--- src/rtl/ctrl_sequencer.sv ---
// ============================================================================
// ctrl_sequencer : table-driven control-word sequencer with start/done,
//                  hold and abort handshakes
// Revision       : 1.0
// ============================================================================
`default_nettype none

module ctrl_sequencer #(
  parameter int                        NUM_STEPS  = 4,
  parameter int                        CW         = 7,
  parameter int                        ITER_W     = 4,
  parameter logic [NUM_STEPS*CW-1:0]   CTRL_TABLE = {7'h00, 7'h36, 7'h12, 7'h09},
  parameter logic [CW-1:0]             IDLE_CW    = 7'h00,
  localparam int                       SW         = (NUM_STEPS > 1) ? $clog2(NUM_STEPS) : 1
) (
  input  logic              clk,
  input  logic              rst,
  input  logic              start,
  input  logic [ITER_W-1:0] iter_count,
  input  logic              hold,
  input  logic              abort,
  output logic [CW-1:0]     ctrl,
  output logic [SW-1:0]     step,
  output logic [ITER_W-1:0] iter_left,
  output logic              busy,
  output logic              done,
  output logic              aborted
);

  localparam logic [SW-1:0]     LAST_STEP = SW'(NUM_STEPS - 1);
  localparam logic [ITER_W-1:0] ONE_ITER  = ITER_W'(1);

  typedef enum logic [1:0] {
    S_IDLE = 2'd0,
    S_RUN  = 2'd1,
    S_DONE = 2'd2
  } state_t;

  state_t              state_q, state_d;
  logic [CW-1:0]       ctrl_q, ctrl_d;
  logic [SW-1:0]       step_q, step_d;
  logic [ITER_W-1:0]   iter_q, iter_d;
  logic                busy_q, busy_d;
  logic                done_q, done_d;
  logic                aborted_q, aborted_d;

  logic [CW-1:0]       w_tbl [NUM_STEPS];
  logic [SW-1:0]       w_step_inc;

  for (genvar gi = 0; gi < NUM_STEPS; gi++) begin : g_tbl
    assign w_tbl[gi] = CTRL_TABLE[gi*CW +: CW];
  end

  assign w_step_inc = step_q + SW'(1);

  always_ff @(posedge clk) begin
    if (!rst) begin
      state_q   <= S_IDLE;
      ctrl_q    <= IDLE_CW;
      step_q    <= '0;
      iter_q    <= '0;
      busy_q    <= 1'b0;
      done_q    <= 1'b0;
      aborted_q <= 1'b0;
    end else begin
      state_q   <= state_d;
      ctrl_q    <= ctrl_d;
      step_q    <= step_d;
      iter_q    <= iter_d;
      busy_q    <= busy_d;
      done_q    <= done_d;
      aborted_q <= aborted_d;
    end
  end

  always_comb begin
    state_d   = state_q;
    ctrl_d    = ctrl_q;
    step_d    = step_q;
    iter_d    = iter_q;
    busy_d    = busy_q;
    done_d    = 1'b0;
    aborted_d = 1'b0;

    case (state_q)
      S_IDLE: begin
        if (start && !abort) begin
          state_d = S_RUN;
          step_d  = '0;
          ctrl_d  = w_tbl[0];
          busy_d  = 1'b1;
          iter_d  = (iter_count == '0) ? ONE_ITER : iter_count;
        end
      end

      S_RUN: begin
        // abort wins over hold, hold wins over advancing
        if (abort) begin
          state_d   = S_IDLE;
          ctrl_d    = IDLE_CW;
          step_d    = '0;
          iter_d    = '0;
          busy_d    = 1'b0;
          aborted_d = 1'b1;
        end else if (!hold) begin
          if (step_q != LAST_STEP) begin
            step_d = w_step_inc;
            ctrl_d = w_tbl[w_step_inc];
          end else if (iter_q > ONE_ITER) begin
            step_d = '0;
            ctrl_d = w_tbl[0];
            iter_d = iter_q - ONE_ITER;
          end else begin
            state_d = S_DONE;
            step_d  = '0;
            ctrl_d  = IDLE_CW;
            iter_d  = '0;
            busy_d  = 1'b0;
            done_d  = 1'b1;
          end
        end
      end

      S_DONE: begin
        state_d = S_IDLE;
      end

      default: begin
        state_d = S_IDLE;
        ctrl_d  = IDLE_CW;
        step_d  = '0;
        iter_d  = '0;
        busy_d  = 1'b0;
      end
    endcase
  end

  assign ctrl      = ctrl_q;
  assign step      = step_q;
  assign iter_left = iter_q;
  assign busy      = busy_q;
  assign done      = done_q;
  assign aborted   = aborted_q;

endmodule

`default_nettype wire
--- config.mk ---
export PLATFORM = sky130hd
export DESIGN_NAME = ctrl_sequencer
export DESIGN_NICKNAME = d
export VERILOG_FILES = /design/src/rtl/ctrl_sequencer.sv
export SDC_FILE = /design/constraint.sdc
export NUM_CORES = 1
export LEC_CHECK = 0
export CAP_MARGIN = 20
export CORE_MARGIN = 4
export CORE_UTILIZATION = 40
export CTS_BUF_LIST = sky130_fd_sc_hd__clkbuf_2 sky130_fd_sc_hd__clkbuf_4 sky130_fd_sc_hd__clkbuf_8
export DETAILED_ROUTE_END_ITERATION = 10
export PLACE_DENSITY = 0.7
export SETUP_SLACK_MARGIN = 0.1
export SLEW_MARGIN = 20
export SYNTH_ARGS = -nofsm -noshare
export SYNTH_HDL_FRONTEND = slang
export SYNTH_SLANG_ARGS = --single-unit
--- constraint.sdc ---
create_clock -name clk -period 4.7 [get_ports clk]
set_input_delay 0.94 -clock clk [delete_from_list [all_inputs] [get_ports clk]]
set_output_delay 0.94 -clock clk [all_outputs]
set_load 0.05 [all_outputs]
==> flow_summary.ini, run 1 <==
[logic_synthesis]
ys_async_sr_fraction_pct = 0
syn_area_um2 = 820
yosysTopAreaCellShare_pct = 34.2
yosysWarnings = 0
synthTopCellsByCount = dfxtp_1 (14), nand2_1 (8), inv_1 (6), nor2_1 (6)
yosys-top-cells-area = dfxtp_1 (34%), ha_1 (7.6%), buf_4 (4.6%)
syn_inst = 95
yosysSeqAreaShare_pct = 34.2
ys_ff_latch = 14
yosysMostFrequentCell = dfxtp_1
yosysUniqueCellTypes = 36
avgSynthCellArea_um2 = 8.63
synth_top_area_cell = dfxtp_1
synth_fp_nets = 109
synthFlopType = dfxtp_1
synth_edf_count = 0

[grt]
grt_pass1_vias = 665
antenna_found_initial = 0
grt_pass1_wl_um = 2990
grt_start_max_net_pins = 14
track_usage_pct = 14.4
overflow = 0

[critical_path]
r2r_setup_slack_ns = 2.72
critPathMaxStageDelay_ns = 0.85
arrival_ns = 1.60
cp.depth = 1
critical_path_buf_inv_count = 1
timing.rr.end = iter_left[3]
worstPathMaxFanout = 7
setup.worst_path.class = flip-flop to output pin
start_kind = flip-flop
cp_top_family = buffers and inverters
r2r-start = state_q[0]
end_kind = output pin
cpMaxStageDelayCell = clkdlybuf4s50_1
r2r_cells = 4
worstPathRequired_ns = 3.76
crit_chain = clkdlybuf4s50_1

[routing]
ant_nets = 0
avgViaCountPerCell = 5.19
vias = 732
dr.pass1.iters = 5
drt_iter0_drc = 17
route.detailed.drc = 0
avgRoutedWirePerCell_um = 13.0
wl_um = 1840

[placement]
portBuffers = 23
placed_area_um2 = 1040
place.gp.congestion = 0.871
hpwl_um = 1420

[final_layout]
nets = 130
fin_area_um2 = 1060
fin_util_pct = 54.1
n_fill_cell = 199
antenna_cells = 0
area_delta_synth_final_pct = 29.5
drive_above_1_share_pct = 4.39
ff_latch_area_um2 = 280
multi_input_area_um2 = 472

[timing]
fin_crit_sh_pct = 54.1
fin_tns_setup_ns = 0
slew_headroom_pct = 65.5
hold_ws_ns = 0.475
slew_viol_final = 0
final_hold_viol_count = 0
setup_viol = 0
post-route-min-period_ns = 2.54
rsz0062_at_grt = false
skew_ns = 0.00472
fmax_mhz = 394
worst_pin_slew_ns = 0.516

[worst_hold_path]
hold_end = ctrl[3]
hold_path_startpoint = ctrl[3]
hold_path.class = flip-flop to flip-flop
hold_depth = 2

[die]
dieHeight_um = 53.3
die_area_um2 = 2840
ioPinCount = 25
die_w_um = 53.3
core_um2 = 1960
initial_utilization_pct = 41.8
rows = 16

[cts]
clk_latency_ns = 0.28
cts_tree = yes
h-tree-depth = 1
clk_pin_slew_ns = 0.08
clockBufferDepth = 2
cts_setup_buffers = 0
ctsRootBufferMaster = clkbuf_4
cts_inserted_buffers = 3
cts-hold-fix-buffers = 0
ctsResizeCount = 0
cts_sinks = 14

[power]
max-vdd-ir-drop_mv = 0.128
p_leak_uw = 0.000399
power_density_nw_per_um2 = 247
power_uw = 262

[outcome]
outcome = completed

[job]
cap_viol_max_count = 0
-- kinds of logic after synthesis --
| family | synth area share, % |
|---|---|
| buffers and inverters | 8.24 |
| adders and majority gates | 7.63 |
| DFF | 34.2 |
| muxes | 1.22 |
| AOI/OAI and AO/OA | 22.6 |
| and+or+nand+nor | 24.6 |
| other | 0.458 |
| xor gates and xnor gates | 1.07 |
-- registers in the layout (all words and copies together) (netlist names) --
signal	cells
iter_left	4
done	1
busy	1
aborted	1
step	2
state_q	2
ctrl	3
-- final cells by class --
class                   instances  area share (%)
repair buffers                 23            21.7
clock buffers                   3            2.12
well taps                      27            3.18
flip-flops and latches         14            26.4
inverters                       6            2.12
multi-input cells              68            44.5
-- power breakdown --
group          switching (uW)  internal, uW  total, uW  leakage (uW)
combinational            39.9          26.8       66.7      0.000272
clock                    37.6          29.7       67.3     0.0000138
sequential               5.31           123        128      0.000114
-- metrics by stage --
stage               worst slack [ns]  cells
global placement                1.98    138
global route                    2.09    141
CTS                             2.15    141
floorplan                       2.63     95
detailed placement              1.91    138
finish                          2.16    141
-- tightest hold or removal path: cells and delay by family, from the launching register on --
family | cells | cell delay, ns
compound gates | 1 | 0.05
simple gates | 1 | 0.05
flops | 1 | 0.33
-- placed cells by master, fill, tap and decap left out --
master | synthesis | layout
nand4_1 | 2 | 2
nand3_1 | 3 | 3
xnor2_1 | 1 | 1
inv_1 | 6 | 6
o21a_1 | 1 | 1
nor3_1 | 1 | 1
o21ai_0 | 3 | 3
o21ai_1 | 2 | 2
o22ai_2 | 1 | 1
a211o_1 | 1 | 1
or3b_1 | 2 | 2
conb_1 | 1 | 1
nand2_1 | 8 | 8
and3_1 | 2 | 2
a31oi_1 | 2 | 2
a21oi_1 | 1 | 1
clkdlybuf4s50_1 | 0 | 23
mux2i_1 | 1 | 1
a21boi_1 | 4 | 4
o32a_1 | 1 | 1
o211ai_1 | 1 | 1
nor2_1 | 6 | 6
clkbuf_4 | 0 | 3
nor2b_1 | 3 | 3
o2bb2ai_1 | 2 | 2
and2_1 | 1 | 1
a311o_1 | 2 | 2
o22ai_4 | 1 | 1
nor4_1 | 2 | 2
nor4b_1 | 1 | 1
or3_1 | 3 | 3
or2_1 | 1 | 1
ha_1 | 5 | 5
o31a_1 | 1 | 1
nor3b_1 | 2 | 2
dfxtp_1 | 14 | 14
-- routing by layer --
metal  GRT usage (%)  vias up  part of all wire (%)
li1                -      376                     -
met1            17.7      324                    44
met2            22.7       28                    45
met3            6.76        4                   9.6
met4            3.40        0                   1.1
met5               0        -                     0
-- worst max-delay path by stage --
stage / start / to
after floorplan: abort / iter_left[3]
after global placement: abort / iter_left[3]
after detailed placement: abort / iter_left[3]
after CTS: step[0] / step[0]
after global routing: rst / iter_left[3]
final: step[0] / step[0]
Power figures use the tool's default switching activity.
==> run 2: changes to the inputs <==
Clock period 4.7 ns to 2.5 ns, I/O delays scaled along.
==> run 2 against run 1 <==
Effect of this change:
- non-clock buffer count is 4 higher
- utilization is 2.2 points higher
- highest routed layer unchanged
- critical endpoint unchanged
- sequential power is 86% higher
- final cell count is 3.5% higher
- first-iteration DRC count is 24% lower
- design area is 4.1% higher
- flip-flop and latch count stayed put
- largest cell class unchanged
- clock skew is 0.0030 ns lower
- combinational power is 99% higher
- die area stayed put
- critical path depth stayed put
==> flow_summary.ini, run 2 (same netlist as run 1, synthesis figures left out) <==
[power]
power_density_nw_per_um2 = 483
p_switching_uw = 160
p_leak_uw = 0.000427
max-vdd-ir-drop_mv = 0.266
p_int_uw = 374
p_seq_share_pct = 44.6
swShare_pct = 30.0
comb_power_share_pct = 24.8
pwr-share-clk_pct = 30.5

[critical_path]
worstPathRequired_ns = 2.00
r2r-start = iter_left[0]
critPathMaxStageDelay_ns = 0.85
worstPathMaxFanout = 7
end_kind = output pin
arrival_ns = 1.60
cp_top_family = buffers and inverters
r2r_setup_slack_ns = 0.67
start_kind = flip-flop
critical_path_buf_inv_count = 1
cpMaxStageDelayCell = clkdlybuf4s50_1
timing.rr.end = ctrl[3]
r2r_cells = 6
setup.worst_path.class = flip-flop to output pin
crit_chain = clkdlybuf4s50_1
cp.depth = 1

[grt]
met3_usage_pct = 5.35
grt_start_max_net_pins = 14
grt_pass1_vias = 708
use_met2_pct = 24.5
grtUsageMet1_pct = 18.7
antenna_found_initial = 0
grt_pass1_wl_um = 3150
track_usage_pct = 15.3
overflow = 0
top_usage_layer = met2

[timing]
setup_viol = 0
post-route-min-period_ns = 2.10
worst_pin_slew_ns = 0.507
final_hold_viol_count = 0
fin_crit_sh_pct = 84.1
slew_viol_final = 0
fin_tns_setup_ns = 0
skew_ns = 0.00176
fmax_mhz = 476
fin_ws_ns = 0.398
slew_headroom_pct = 66.1
rsz0062_at_grt = false

[routing]
dr.pass1.iters = 4
vias = 765
avgRoutedWirePerCell_um = 12.9
ant_nets = 0
drt_iter0_drc = 13
avgViaCountPerCell = 5.24
route.detailed.drc = 0
wl_um = 1890

[outcome]
outcome = completed

[cts]
cts_tree = yes
cts-hold-fix-buffers = 0
clk_latency_ns = 0.28
h-tree-depth = 1
cts_inserted_buffers = 3
cts_sinks = 14
ctsRootBufferMaster = clkbuf_4
ctsResizeCount = 0
clk_pin_slew_ns = 0.09
cts_setup_buffers = 0
clockBufferDepth = 2

[placement]
portBuffers = 23
place.gp.congestion = 0.881
dp_cells = 142
hpwl_um = 1440
pre_cts_ws_ns = 0.306

[die]
initial_utilization_pct = 41.8
die_w_um = 53.3
ioPinCount = 25
dieHeight_um = 53.3
rows = 16
die_area_um2 = 2840
core_um2 = 1960

[worst_hold_path]
hold_path.class = flip-flop to flip-flop
hold_path_startpoint = ctrl[2]
hold_depth = 2
hold_end = ctrl[2]

[final_layout]
ff_latch_area_um2 = 280
fin_util_pct = 56.3
nets = 134
largest_reg_flops = 4
layout.cells.most_common = clkdlybuf4s50_1
area_delta_synth_final_pct = 34.8
multi_input_area_um2 = 472
n_fill_cell = 193
drive_above_1_share_pct = 8.40
layout_common_cells = clkdlybuf4s50_1 (23), dfxtp_1 (14), nand2_1 (8)
fin_cells = 146
antenna_cells = 0

[job]
cap_viol_max_count = 0
run 2: cell count changes in the layout (fill, tap and decap cells not counted), sizes merged:
cell / before / now
buf: 0 / 4
clkbuf: 3 / 4
run 2: power groups by stage:
stage | registers, uW | clock network (uW) | logic, uW
floorplan | 267 | 0 | 64.0
global placement | 243 | 0 | 132
detailed placement | 243 | 0 | 132
CTS | 238 | 169 | 133
global route | 240 | 180 | 143
finish | 238 | 163 | 133
run 2: layout make-up:
cell class / instances / area share [%]
Tap cell: 27 / 3.06
Timing Repair Buffer: 27 / 23.6
Sequential cell: 14 / 25.4
Clock buffer: 4 / 3.28
Multi-Input combinational cell: 68 / 42.7
Inverter: 6 / 2.04
run 2: per-layer routing:
metal	part of all wire, %	wire (um)
met1	44	825
met2	46	860
met3	9.6	181
met4	1.0	19
met5	0	0
run 2: how the worst max path moves through the flow:
stage	startpoint	slack, ns	end
final	step[0]	0.40	step[0]
after global routing	step[0]	0.34	step[0]
after CTS	step[0]	0.39	step[0]
after detailed placement	abort	0.31	iter_left[3]
after global placement	abort	0.33	iter_left[3]
after floorplan	iter_left[0]	0.47	ctrl[3]
run 2: per-stage QoR:
step           cell area, um^2  power, uW  hold WS [ns]
2_1_floorplan              820        331         0.570
3_3_place_gp              1070        375         0.457
3_5_place_dp              1070        376         0.461
4_1_cts                   1100        540         0.474
5_1_grt                   1100        563         0.509
6_report                  1100        534         0.465
